$ cat config.mk
export PLATFORM = sky130hd
export DESIGN_NAME = circ_shift_reg_param
export DESIGN_NICKNAME = d
export VERILOG_FILES = /design/src/rtl/circ_shift_reg_param.sv
export SDC_FILE = /design/constraint.sdc
export NUM_CORES = 1
export LEC_CHECK = 0
export CAP_MARGIN = 25
export CELL_PAD_IN_SITES_DETAIL_PLACEMENT = 0
export CELL_PAD_IN_SITES_GLOBAL_PLACEMENT = 1
export CORE_ASPECT_RATIO = 0.75
export CORE_MARGIN = 4
export CORE_UTILIZATION = 32
export DETAILED_ROUTE_END_ITERATION = 10
export PLACE_DENSITY_LB_ADDON = 0.3
export REMOVE_ABC_BUFFERS = 1
export SLEW_MARGIN = 20
export SYNTH_ARGS = -nofsm -noshare
export SYNTH_HDL_FRONTEND = slang
export SYNTH_SLANG_ARGS = --single-unit
$ cat constraint.sdc
create_clock -name clock -period 1.7 [get_ports clock]
set_input_delay 0.17 -clock clock [delete_from_list [all_inputs] [get_ports clock]]
set_output_delay 0.17 -clock clock [all_outputs]
set_load 0.05 [all_outputs]
$ cat src/rtl/circ_shift_reg_param.sv
// circ_shift_reg_param: parametrised circular shift register / pattern clock divider.
// The low `length` bits rotate once per enabled clock; bits above the active loop hold.
// A registered `wrap` pulse marks each completed rotation period.
// Optional feature macro: DIR_EN. When it is defined, `dir` selects rotate left (1) or
// right (0). When it is undefined, `dir` is ignored and the rotation is always right.
module circ_shift_reg_param #(
    parameter int unsigned WIDTH = 16,
    parameter int unsigned LW    = $clog2(WIDTH)
) (
    input  logic             clock,
    input  logic             reset,
    input  logic             load,
    input  logic [WIDTH-1:0] load_in,
    input  logic             enable,
    input  logic             dir,
    input  logic [LW-1:0]    length,
    output logic [WIDTH-1:0] q,
    output logic             shift_out,
    output logic             wrap
);

    // Index of the top bit of the active loop (L-1); length 0 encodes L = WIDTH.
    logic [LW-1:0]    len_last;
    logic             rot_left;
    logic [WIDTH-1:0] q_rot;
    logic [WIDTH:0]   q_ext;
    logic [LW-1:0]    pos_q, pos_d;
    logic             wrap_d;

    assign len_last = (length == '0) ? LW'(WIDTH - 1) : length - LW'(1);

`ifdef DIR_EN
    assign rot_left = dir;
`else
    // Port kept so the interface is identical in both builds.
    logic unused_dir;
    assign unused_dir = dir;
    assign rot_left   = 1'b0;
`endif

    // Zero-extended copy so the right-rotate loop can read bit i+1 for every i.
    assign q_ext = {1'b0, q};

    // Rotate only bits [L-1:0] by one place; bits at and above L pass through unchanged.
    always_comb begin
        q_rot = q;
        if (rot_left) begin
            q_rot[0] = q[len_last];
            for (int i = 1; i < int'(WIDTH); i++) begin
                if (i <= int'(len_last)) begin
                    q_rot[i] = q[i-1];
                end
            end
        end else begin
            for (int i = 0; i < int'(WIDTH); i++) begin
                if (i < int'(len_last)) begin
                    q_rot[i] = q_ext[i+1];
                end
            end
            q_rot[len_last] = q[0];
        end
    end

    // Period counter next state; >= so a shortened length wraps on the very next shift.
    always_comb begin
        pos_d  = pos_q + LW'(1);
        wrap_d = 1'b0;
        if (pos_q >= len_last) begin
            pos_d  = '0;
            wrap_d = 1'b1;
        end
    end

    // State update with priority reset > load > shift > hold.
    always_ff @(posedge clock or posedge reset) begin
        if (reset) begin
            q     <= '0;
            pos_q <= '0;
            wrap  <= 1'b0;
        end else if (load) begin
            q     <= load_in;
            pos_q <= '0;
            wrap  <= 1'b0;
        end else if (enable) begin
            q     <= q_rot;
            pos_q <= pos_d;
            wrap  <= wrap_d;
        end else begin
            wrap  <= 1'b0;
        end
    end

    assign shift_out = q[0];

endmodule

==> results.md, run 1 <==
Timing:
- For the pin with the worst max-slew slack, the measured transition is 0.490 ns.
- Dividing the final minimum period by the clock period gives 0.979.
- The worst path in the final design needs a cycle of 1.66 ns, including I/O delays and setup.
- The number of hold violations in the final report came to 0.
- The final-report setup violation count is 0.
- The final max-slew violation count is 0.
- Setup repair after global routing left no endpoint under its margin.
- Summed over all failing endpoints, the final setup total negative slack is 0 ns.
- Across all setup checks in the final design, the least slack found is 0.0360 ns.
- The final clock skew is 0.00545 ns.
- The maximum clock rate is 601 MHz.
- The max-slew headroom at the worst pin is 0.672.
- The tightest hold margin is 0.223 ns.

Global route:
- Entering global routing, the biggest net connects 38 pins.
- The sum of overflow across all layers after global routing is 0.
- The initial antenna violation count is 0.
- In the global route stage, overall resource usage came out at 0.180.
- The via count of the first global-routing pass is 1873.
- The global-route wire length before repair is 9670 um.

Clocking:
- CTS placed an instance of sky130_fd_sc_hd__clkbuf_8 at the clock tree root.
- Counting the buffers created by CTS gives 3.
- TritonCTS built the clock tree.
- In this run the deepest clock path goes through 2 buffers.
- The clock reaches the later pin of the worst-skew pair after 0.27 ns.
- The clock transition at the registers of the reported paths is 0.09 ns.
- Clock tree synthesis found a total of 21 sinks.
- The depth of the CTS H-tree is 1.

Synth:
- The synthesized instance count is 221.
- The synthesized netlist occupies a cell area of 1750 um2.
- The top cell type by total area after synthesis is sky130_fd_sc_hd__dfrtp_1.
- The synthesis warning total is 0.
- The async set-reset flop share out of synthesis is 1.00.
- The number of unique standard cell types used by synthesis is 50.
- By area the synthesized netlist is led by sky130_fd_sc_hd__dfrtp_1, sky130_fd_sc_hd__ha_1, sky130_fd_sc_hd__nand2_1, sky130_fd_sc_hd__o31ai_1, sky130_fd_sc_hd__nand3_1.
- The most used flip-flop cell after synthesis is sky130_fd_sc_hd__dfrtp_1.
- The sequential element share of the synthesized area is 0.300.
- The synthesized design contains 0 enable-type register cells.
- The share of synthesized area in the top cell type comes to 0.300.
- The average cell area after synthesis is 7.93 um2.
- The post-synthesis sequential element count is 21.
- The most common cell in the netlist is sky130_fd_sc_hd__nand2_1.
- The commonest cells after synthesis are sky130_fd_sc_hd__nand2_1, sky130_fd_sc_hd__dfrtp_1, sky130_fd_sc_hd__inv_1, sky130_fd_sc_hd__nor2_1.

Power:
- Of the total power, the share spent switching nets is 0.399.
- The analysis attributes to net switching a power of 729 uW.
- Dividing total power by cell area gives a power density of 651 nW/um2.
- The share of total power dissipated in sequential elements is 0.329.
- IR analysis of the VDD net gives a maximum drop of 261 uV.
- The combinational cell fraction of total power is 0.475.
- The share of total power dissipated in the clock network is 0.196.
- Summed over all cells, the static leakage comes to 1.25 nW.
- The completed layout was analyzed and its total power is 1.83 mW.
- The internal power of the cells totals 1.10 mW.

Job:
- The tool flagged a number of max-cap violations equal to 0.

Die:
- The starting density of the core is 0.329.
- The count of pins on the block boundary is 43.
- Measured along the y axis, the die boundary spans 72.1 um.
- The total area inside the core boundary comes to 5320 um2.
- The row count is 23.
- From left edge to right edge, the die measures 93.4 um.
- The floorplan step defined a die boundary enclosing 6730 um2.

Cells and area:
- Compared with the post-synthesis result, the final layout area differs by 60.2%.
- Of the cells placed in the final design, the portion with a size suffix greater than 1 is 0.357.
- The final design instance area without fill is 2810 um2.
- The antenna diode instance count is 0.
- At the end of the flow the core is filled with cells to 0.527.
- The final layout contains 340 nets.
- Excluding fillers, the count of instances in the completed layout stands at 380.

Route:
- The routed via count is 1962.
- The length of the first detailed-routing pass in iterations is 4.
- The number of nets with antenna violations after detailed routing is 0.
- The total wire length is 6000 um.
- The residual DRC count is 0.
- The via-per-instance ratio is 5.16.
- In the final routed layout, each cell accounts on average for 15.8 um.
- The initial DRC count is 172.

Setup path:
- The path depth of the worst reg2reg path is 7.
- Among the stages of the critical path, the cell type that occurs most often is sky130_fd_sc_hd__buf_4.
- The startpoint identified for the worst register-to-register timing path is pos_q[0].
- The worst endpoint data arrival time is 1.83 ns.
- For flop-to-flop paths, the worst setup slack is 0.11 ns.
- For this run, the slowest stage of the critical path takes 0.54 ns.
- STA puts the critical path data required time at 1.86 ns.
- The critical path start-end classification is in -> reg.
- STA classifies the critical path startpoint as an input port.
- STA classifies the critical path endpoint as a register.
- In this run the critical register-to-register path is captured at pos_q[3].
- Along the worst path, the maximum fanout reaches 9.
- Walking the worst path, the cells encountered are buf_4, buf_4, or4b_4, o211ai_4, a31oi_4, mux2_4, mux2_2.
- Among all stages on the critical path, the largest delay is contributed by sky130_fd_sc_hd__or4b_4.

Placement:
- The pre-CTS worst setup slack is -0.872 ns.
- The placer congestion estimate is 0.905.
- After detailed placement, the total cell area comes to 2560 um2.
- Port buffering added 41 buffers.
- The post-placement cell count is 372.
- The HPWL after detailed placement is 4390 um.

Worst hold path:
- In this run the worst hold path is classified as in -> async.

Run status:
- The run finished with clean final reports.
==> worst max-delay path by stage <==
stage / startpoint / end / slack (ns) / depth (start not counted)
2_1_floorplan: length[0] / pos_q[2] / -0.64 / 10
3_3_place_gp: length[0] / pos_q[2] / -0.76 / 11
3_5_place_dp: length[0] / pos_q[2] / -0.87 / 11
4_1_cts: length[3] / q[8] / 0.02 / 10
5_1_grt: length[0] / q[0] / 0.006 / 7
6_report: length[0] / q[0] / 0.04 / 7
==> final cells by class <==
class                      instances  area, um2
inverter                          15       61.3
tap                               75       93.8
timing repair buffer              93        796
sequential                        21        526
fill                             521       2520
multi-input combinational        172       1280
clock buffer                       4       45.0
==> per-layer routing <==
metal / wire length [um] / track usage / part of all wire / vias up
li1: - / - / - / 980
met1: 3040 / 0.285 / 0.51 / 924
met2: 2510 / 0.250 / 0.42 / 54
met3: 389 / 0.0332 / 0.065 / 4
met4: 59 / 0.0423 / 0.0098 / 0
met5: 0 / 0 / 0 / -
==> critical path: cells and delay by family <==
| kind | cells | cell delay [ns] |
|---|---|---|
| simple gates | 1 | 0.54 |
| buf+inv | 2 | 0.29 |
| compound gates | 2 | 0.26 |
| mux | 2 | 0.56 |
==> repair_timing <==
item,CTS,global route
setup buffers,4,1
pin swaps,8,7
endpoints found under the setup margin,21,17
hold buffers,0,0
gates cloned,0,0
gates resized for setup,39,18
==> sequential cells by signal, indices dropped and copies added (netlist names) <==
signal,cells
wrap,1
pos_q,4
q,16
==> cell families after synthesis <==
| family | after synthesis | share of synthesized area |
|---|---|---|
| DFF | 21 | 0.300 |
| buffers and inverters | 28 | 0.0629 |
| muxes | 10 | 0.0600 |
| adders and majority gates | 10 | 0.0700 |
| AOI/OAI and AO/OA | 71 | 0.281 |
| and+or+nand+nor | 81 | 0.226 |
==> power groups by stage <==
stage	Combinational [mW]	Sequential, mW	Clock, mW
after floorplan	0.248	0.767	0
after global placement	0.788	0.608	0
after detailed placement	0.789	0.607	0
after CTS	0.842	0.599	0.371
after global routing	0.929	0.608	0.383
final	0.868	0.600	0.358
==> cell usage in the layout (no fill, tap or decap), types with 2 or more instances in the layout <==
master,n
sky130_fd_sc_hd__buf_12,3
sky130_fd_sc_hd__clkbuf_8,3
sky130_fd_sc_hd__o21ai_1,6
sky130_fd_sc_hd__o211ai_1,3
sky130_fd_sc_hd__ha_1,6
sky130_fd_sc_hd__o21ai_0,10
sky130_fd_sc_hd__a31oi_1,5
sky130_fd_sc_hd__o31ai_1,8
sky130_fd_sc_hd__and3_4,2
sky130_fd_sc_hd__nor2_1,11
sky130_fd_sc_hd__nand2b_1,3
sky130_fd_sc_hd__ha_4,3
sky130_fd_sc_hd__buf_6,4
sky130_fd_sc_hd__o22ai_1,3
sky130_fd_sc_hd__clkbuf_2,2
sky130_fd_sc_hd__and3_1,4
sky130_fd_sc_hd__nand2_1,28
sky130_fd_sc_hd__mux2_2,3
sky130_fd_sc_hd__nor2b_1,6
sky130_fd_sc_hd__nor3_1,2
sky130_fd_sc_hd__buf_4,64
sky130_fd_sc_hd__inv_1,12
sky130_fd_sc_hd__a32oi_1,2
sky130_fd_sc_hd__a21oi_1,7
sky130_fd_sc_hd__inv_4,2
sky130_fd_sc_hd__clkdlybuf4s50_1,20
sky130_fd_sc_hd__nand3_1,13
sky130_fd_sc_hd__o211a_1,2
sky130_fd_sc_hd__nor2_2,3
sky130_fd_sc_hd__a21o_1,3
sky130_fd_sc_hd__dfrtp_1,21
sky130_fd_sc_hd__nand2b_4,2
sky130_fd_sc_hd__or4b_4,2
sky130_fd_sc_hd__mux2i_1,6
(Power assumes the default switching activity.)
==> run 2, diff against run 1 <==
--- a/config.mk
+++ b/config.mk
@@ -9,9 +9,9 @@
 export CELL_PAD_IN_SITES_DETAIL_PLACEMENT = 0
 export CELL_PAD_IN_SITES_GLOBAL_PLACEMENT = 1
 export CORE_ASPECT_RATIO = 0.75
-export CORE_MARGIN = 4
-export CORE_UTILIZATION = 32
+export CORE_UTILIZATION = 25
 export DETAILED_ROUTE_END_ITERATION = 10
+export MAX_ROUTING_LAYER = met4
 export PLACE_DENSITY_LB_ADDON = 0.3
 export REMOVE_ABC_BUFFERS = 1
 export SLEW_MARGIN = 20
==> results.md, run 2 (same netlist as run 1, synthesis figures left out) <==
Setup path:
- By startpoint and endpoint, the worst setup path is classified as in -> reg.
- The path depth of the worst reg2reg path is 7 (unchanged).
- The worst register-to-register path ends at pos_q[3].
- The worst endpoint data arrival time is 1.82 ns (about the same).
- The largest fanout of any net on the critical path was 5 (-4).
- The worst setup slack for register-to-register paths came to 0.18 ns (+0.07 ns).
- The required time of the critical path is 1.86 ns (about the same).
- The worst setup path is captured at a register.
- The worst reg2reg path startpoint is pos_q[0].
- The critical path startpoint category is an input port.

Route:
- The initial DRC count is 154 (-10%).
- The total wire length is 6150 um (+2.6%).
- The via-per-instance ratio is 5.00 (-3.1%).
- The routed via count is 2006 (+2.2%).
- The residual DRC count came to 0 (unchanged).
- The length of the first detailed-routing pass in iterations is 4 (unchanged).
- The routed wirelength normalized by instance count is 15.3 um (-2.8%).
- The number of nets with antenna violations after detailed routing is 0 (unchanged).

Power:
- The total net switching power came to 727 uW (-0.35%).
- The largest vdd supply drop is 234 uV (-10%).
- The overall power is 1.85 mW (+1.4%).
- The switching share of power was 0.392 (-0.00687).
- The leakage power figure is 1.31 nW (+4.9%).
- The share of total power in sequential cells came to 0.323 (-0.006).
- The clock share of power is 0.186 (-0.010).
- The total power density per cell area came to 634 nW/um2 (-2.6%).
- The internal power summed over all cells is 1.12 mW (+2.6%).
- The combinational cell fraction of total power is 0.491 (+0.016).

Die:
- The count of pins on the block boundary is 43 (unchanged).
- The die height is 74.5 um (+3.4%).
- The row count was 26 (+13%).
- The width of the die was 98.7 um (+5.6%).
- The area of the core was 6800 um2 (+28%).
- The die area is 7350 um2 (+9.1%).
- The starting density of the core is 0.258 (-0.0714).

Cells and area:
- The antenna diode instance count was 0 (unchanged).
- The filler-free cell count of the finished design is 401 (+5.5%).
- The final design instance area without fill is 2920 um2 (+4.1%).
- The library cell used most frequently in the layout, excluding fill and tap cells, is sky130_fd_sc_hd__buf_4.
- The largest registers in the layout are q x16, pos_q x4, wrap x1.
- The register name with the most flops is q.
- The flip-flop count of the largest register, all copies and words added is 16 (unchanged).
- The library cells used most frequently in the layout, excluding fill and tap cells, are sky130_fd_sc_hd__buf_4, sky130_fd_sc_hd__nand2_1, sky130_fd_sc_hd__dfrtp_1, sky130_fd_sc_hd__clkdlybuf4s50_1, sky130_fd_sc_hd__nand3_1.
- The final core area utilization is 0.430 (-0.0974).
- The area growth from synthesis to layout is 66.8%.
- The share of post-route cells with drive strength above 1 was 0.382 (+0.0243).
- The number of nets in the layout is 352 (+3.5%).

Global route:
- The via count of the first global-routing pass is 1934 (+3.3%).
- The pin count of the biggest net entering global routing is 38 (unchanged).
- The global-route wire length before repair is 10100 um (+4.2%).
- The sum of overflow across all layers after global routing is 0 (unchanged).
- The initial antenna violation count was 0 (unchanged).
- The total track usage is 0.183 (+0.00232).

Clocking:
- The clock transition at the registers of the reported paths is 0.08 ns (about the same).
- The cell at the root of the clock tree is sky130_fd_sc_hd__clkbuf_8.
- The depth of the CTS H-tree is 1 (unchanged).
- The source-to-sink clock delay at the later pin of the worst-skew pair was 0.27 ns (about the same).
- The number of CTS-inserted buffers was 3 (unchanged).
- The clock tree buffer depth was 2 (unchanged).
- The number of clock sinks is 21 (unchanged).
- The clock tree from TritonCTS is yes.

Worst hold path:
- The path class of the tightest hold or removal check is in -> async.

Timing:
- The final clock skew is 0.00563 ns (+0.000178 ns).
- The maximum clock rate came to 602 MHz (+0.22%).
- The slew at the pin with the worst max-slew slack is 0.491 ns (+0.00154 ns).
- The number of hold violations in the final report is 0 (unchanged).
- The setup total negative slack is 0 ns (unchanged).
- The max-slew headroom at the worst pin is 0.671 (-0.00103).
- Setup repair after global routing left no endpoint under its margin.
- The final max-slew violation count came to 0 (unchanged).
- The ratio of final minimum period to clock period is 0.977 (-0.00214).
- The final-report setup violation count is 0 (unchanged).
- The shortest period the worst path allows is 1.66 ns (-0.00363 ns).

Placement:
- The post-placement cell count is 387 (+4.0%).
- The placer congestion estimate is 0.868 (-4.1%).
- The placement-stage cell area came to 2610 um2 (+2.2%).
- The count of port buffers added during placement came to 41 (unchanged).
- The detailed-placement wirelength estimate was 4540 um (+3.6%).

Run status:
- The flow ran to the end, and the final reports show no timing, DRC or antenna violations.

Job:
- The number of max-capacitance violations reported is 0 (unchanged).
-- run 2: cell type report --
class	instances	area (um2)
fill	670	3880
multi-input combinational	172	1290
timing repair buffer	105	898
sequential	21	526
tap	84	105
inverter	15	58.8
clock buffer	4	45.0
-- run 2: per-layer routing --
layer  wire length [um]  GRT usage  up-vias
met4                 70     0.0415        0
met5                  0          -        -
li1                   -          -      998
met1               3220      0.271      941
met2               2480      0.257       61
met3                381     0.0282        6
-- run 2: how the worst max path moves through the flow --
stage                          from  endpoint  slack (ns)  depth (start not counted)
after floorplan           length[0]  pos_q[2]       -0.64                         10
after global placement    length[0]  pos_q[2]       -0.78                         11
after detailed placement  length[1]  pos_q[2]       -0.83                         10
after CTS                 length[1]     q[12]       0.008                          9
after global routing      length[1]      q[4]      0.0001                          8
final                     length[1]      q[0]        0.04                          7
-- run 2: per-stage QoR --
stage                     hold slack [ns]  worst slack [ns]
after floorplan                     0.147            -0.640
after global placement              0.535            -0.781
after detailed placement            0.536            -0.829
after CTS                           0.241           0.00768
after global routing                0.262          0.000116
final                               0.233            0.0397
-- run 2: worst max-delay path, cell delays in order --
cell and delay (ns):
sky130_fd_sc_hd__buf_2 0.12, sky130_fd_sc_hd__buf_6 0.12, sky130_fd_sc_hd__or4b_4 0.58, sky130_fd_sc_hd__o211ai_4 0.14, sky130_fd_sc_hd__a31oi_4 0.12, sky130_fd_sc_hd__mux2_4 0.31, sky130_fd_sc_hd__mux2_2 0.25
-- run 2: repair_timing --
action | CTS | global route
hold buffers | 0 | 0
endpoints found under the hold margin | 0 | 0
pin swaps | 14 | 4
buffers inserted | 7 | 3
setup endpoints to repair | 21 | 15
resized for setup | 47 | 8
-- run 2: power by group through the flow --
stage | combinational, mW | sequential, mW | clock (mW)
global route | 0.976 | 0.608 | 0.385
CTS | 0.883 | 0.600 | 0.360
finish | 0.908 | 0.599 | 0.344
global placement | 0.813 | 0.608 | 0
floorplan | 0.248 | 0.767 | 0
detailed placement | 0.812 | 0.608 | 0
==> run 3, diff against run 2 <==
--- a/config.mk
+++ b/config.mk
@@ -11,6 +11,7 @@
 export CORE_ASPECT_RATIO = 0.75
 export CORE_UTILIZATION = 25
 export DETAILED_ROUTE_END_ITERATION = 10
+export GPL_TIMING_DRIVEN = 0
 export MAX_ROUTING_LAYER = met4
 export PLACE_DENSITY_LB_ADDON = 0.3
 export REMOVE_ABC_BUFFERS = 1
==> results.md, run 3 (same netlist as run 1, synthesis figures left out) <==
Timing:
- The tightest hold margin is 0.161 ns (-0.0720 ns).
- The worst path setup slack after routing is 0.0529 ns (+0.0133 ns).
- The shortest period the worst path allows was 1.65 ns (-0.0133 ns).
- The final-report setup violation count is 0 (unchanged).
- The ratio of final minimum period to clock period is 0.969 (-0.00782).
- The max-slew headroom at the worst pin is 0.565 (-0.106).
- The number of hold violations in the final report is 0 (unchanged).
- Setup repair after global routing could not meet its margin everywhere.
- The maximum clock rate is 607 MHz (+0.81%).
- The slew at the pin with the worst max-slew slack is 0.652 ns (+0.161 ns).
- The final max-slew violation count is 0 (unchanged).
- The final clock skew came to 0.00490 ns (-0.000733 ns).

Placement:
- The pre-CTS worst setup slack is -1.95 ns (-1.12 ns).
- The placement-stage cell area was 2210 um2 (-16%).
- The placer congestion estimate is 0.861 (-0.81%).
- The count of port buffers added during placement was 41 (unchanged).
- The detailed-placement wirelength estimate was 3770 um (-17%).

Route:
- The routed via count is 1860 (-7.3%).
- The number of nets with antenna violations after detailed routing was 0 (unchanged).
- The initial DRC count was 123 (-20%).
- The length of the first detailed-routing pass in iterations came to 4 (unchanged).
- The residual DRC count is 0 (unchanged).
- The via-per-instance ratio came to 5.34 (+6.8%).
- The routed wirelength normalized by instance count is 16.2 um (+5.6%).
- The total wire length came to 5640 um (-8.3%).

Power:
- The largest vdd supply drop came to 334 uV (+43%).
- The total power density per cell area is 680 nW/um2 (+7.3%).
- The total net switching power is 713 uW (-1.9%).
- The overall power is 1.72 mW (-7.0%).
- The share of total power in sequential cells was 0.353 (+0.030).
- The leakage power figure is 1.11 nW (-15%).
- The combinational cell fraction of total power is 0.431 (-0.060).
- The internal power summed over all cells is 1.01 mW (-10%).
- The switching share of power was 0.414 (+0.0215).
- The clock share of power is 0.216 (+0.030).

Cells and area:
- The fill cell instance count of the final layout is 704 (+5.1%).
- The area of all sequential standard cells is 527 um2 (+0.24%).
- Leaving out fill and tap cells, the most frequent cell in the layout is sky130_fd_sc_hd__nand2_1.
- The area growth from synthesis to layout is 44.6%.
- The number of nets in the layout is 299 (-15%).
- The largest registers in the layout are q x16, pos_q x4, wrap x1.
- The register name with the most flops is q.
- The flip-flop count of the largest register, all copies and words added came to 16 (unchanged).
- Leaving out fill and tap cells, the most frequent cells in the layout are sky130_fd_sc_hd__nand2_1, sky130_fd_sc_hd__clkdlybuf4s50_1, sky130_fd_sc_hd__dfrtp_1, sky130_fd_sc_hd__nand3_1.
- The share of post-route cells with drive strength above 1 is 0.197 (-0.185).
- The final design instance area without fill is 2530 um2 (-13%).
- The combined area of the multi-input logic cells is 1260 um2 (-2.1%).
- The antenna diode instance count is 0 (unchanged).

Clocking:
- TritonCTS built the clock tree.
- The cell at the root of the clock tree is sky130_fd_sc_hd__clkbuf_8.
- The depth of the CTS H-tree is 1 (unchanged).
- The source-to-sink clock delay at the later pin of the worst-skew pair is 0.28 ns (about the same).
- The clock tree buffer depth came to 2 (unchanged).
- The number of clock sinks was 21 (unchanged).
- The number of CTS-inserted buffers is 3 (unchanged).
- The clock transition at the registers of the reported paths is 0.09 ns (about the same).

Die:
- The row count is 26 (unchanged).
- The area of the core was 6800 um2 (unchanged).
- The count of pins on the block boundary is 43 (unchanged).
- The width of the die was 98.7 um (unchanged).
- The die area is 7350 um2 (unchanged).
- The starting density of the core is 0.258 (unchanged).
- The die height is 74.5 um (unchanged).

Global route:
- The sum of overflow across all layers after global routing is 0 (unchanged).
- The initial antenna violation count was 0 (unchanged).
- The via count of the first global-routing pass is 1752 (-9.4%).
- The global-route wire length before repair came to 9250 um (-8.2%).
- The total track usage came to 0.167 (-0.0158).
- The pin count of the biggest net entering global routing is 38 (unchanged).

Run status:
- The run finished with clean final reports.

Setup path:
- The largest fanout of any net on the critical path was 9 (+4).
- STA classifies the critical path startpoint as an input port.
- The worst setup path is captured at a register.
- The worst endpoint data arrival time is 1.82 ns (about the same).
- The required time of the critical path is 1.87 ns (about the same).
- The critical path start-end classification is in -> reg.
- The worst setup slack for register-to-register paths is 0.13 ns (-0.05 ns).

Worst hold path:
- The class of the worst hold path is in -> async.

Job:
- The number of max-capacitance violations reported was 0 (unchanged).
run 3: repair_timing:
action	CTS	global route
gates resized for setup	53	27
hold buffers	0	0
pin swaps	6	6
setup endpoints to repair	24	21
buffers inserted	10	0
endpoints found under the hold margin	0	0
run 3: power groups by stage:
stage | clock network (mW) | registers, mW | logic, mW
final | 0.371 | 0.608 | 0.742
after detailed placement | 0 | 0.620 | 0.658
after floorplan | 0 | 0.767 | 0.248
after global routing | 0.410 | 0.616 | 0.801
after global placement | 0 | 0.622 | 0.663
after CTS | 0.385 | 0.609 | 0.715
run 3: per-layer routing:
layer	wire length [um]	GRT usage
met4	70	0.0514
met1	2980	0.243
met2	2340	0.233
met5	0	-
met3	247	0.0282
run 3: metrics by stage:
stage	cells	util	setup TNS [ns]
after detailed placement	333	0.325	-26.99
after CTS	347	0.354	0
final	348	0.372	0
after global routing	348	0.372	-0.00194
after floorplan	208	-	-4.12
after global placement	333	0.326	-28.32
run 3: path summary, 6_finish.rpt:
kind                                 from  endpoint  depth (start not counted)
min in group clock                 enable      q[5]                          3
worst max-delay path            length[1]      q[0]                         10
worst max register to register   pos_q[0]  pos_q[2]                          6
max in group asynchronous           reset      q[0]                          3
worst min-delay path                reset  pos_q[2]                          2
worst min register to register      q[13]     q[13]                          2
run 3: area by class of cell:
cell class,count,area share
Inverter,15,0.0262
Sequential cell,21,0.208
Multi-Input combinational cell,172,0.498
Clock buffer,3,0.0163
Clock inverter,1,0.00296
Tap cell,84,0.0415
Timing Repair Buffer,52,0.207
run 3: critical path, cell delays in order:
cell and delay [ns]:
sky130_fd_sc_hd__buf_6 0.12, sky130_fd_sc_hd__inv_4 0.05, sky130_fd_sc_hd__ha_4 0.18, sky130_fd_sc_hd__nand2_1 0.07, sky130_fd_sc_hd__a21boi_4 0.24, sky130_fd_sc_hd__inv_4 0.06
sky130_fd_sc_hd__buf_4 0.17, sky130_fd_sc_hd__a31oi_2 0.17, sky130_fd_sc_hd__mux2_1 0.33, sky130_fd_sc_hd__mux2_2 0.25
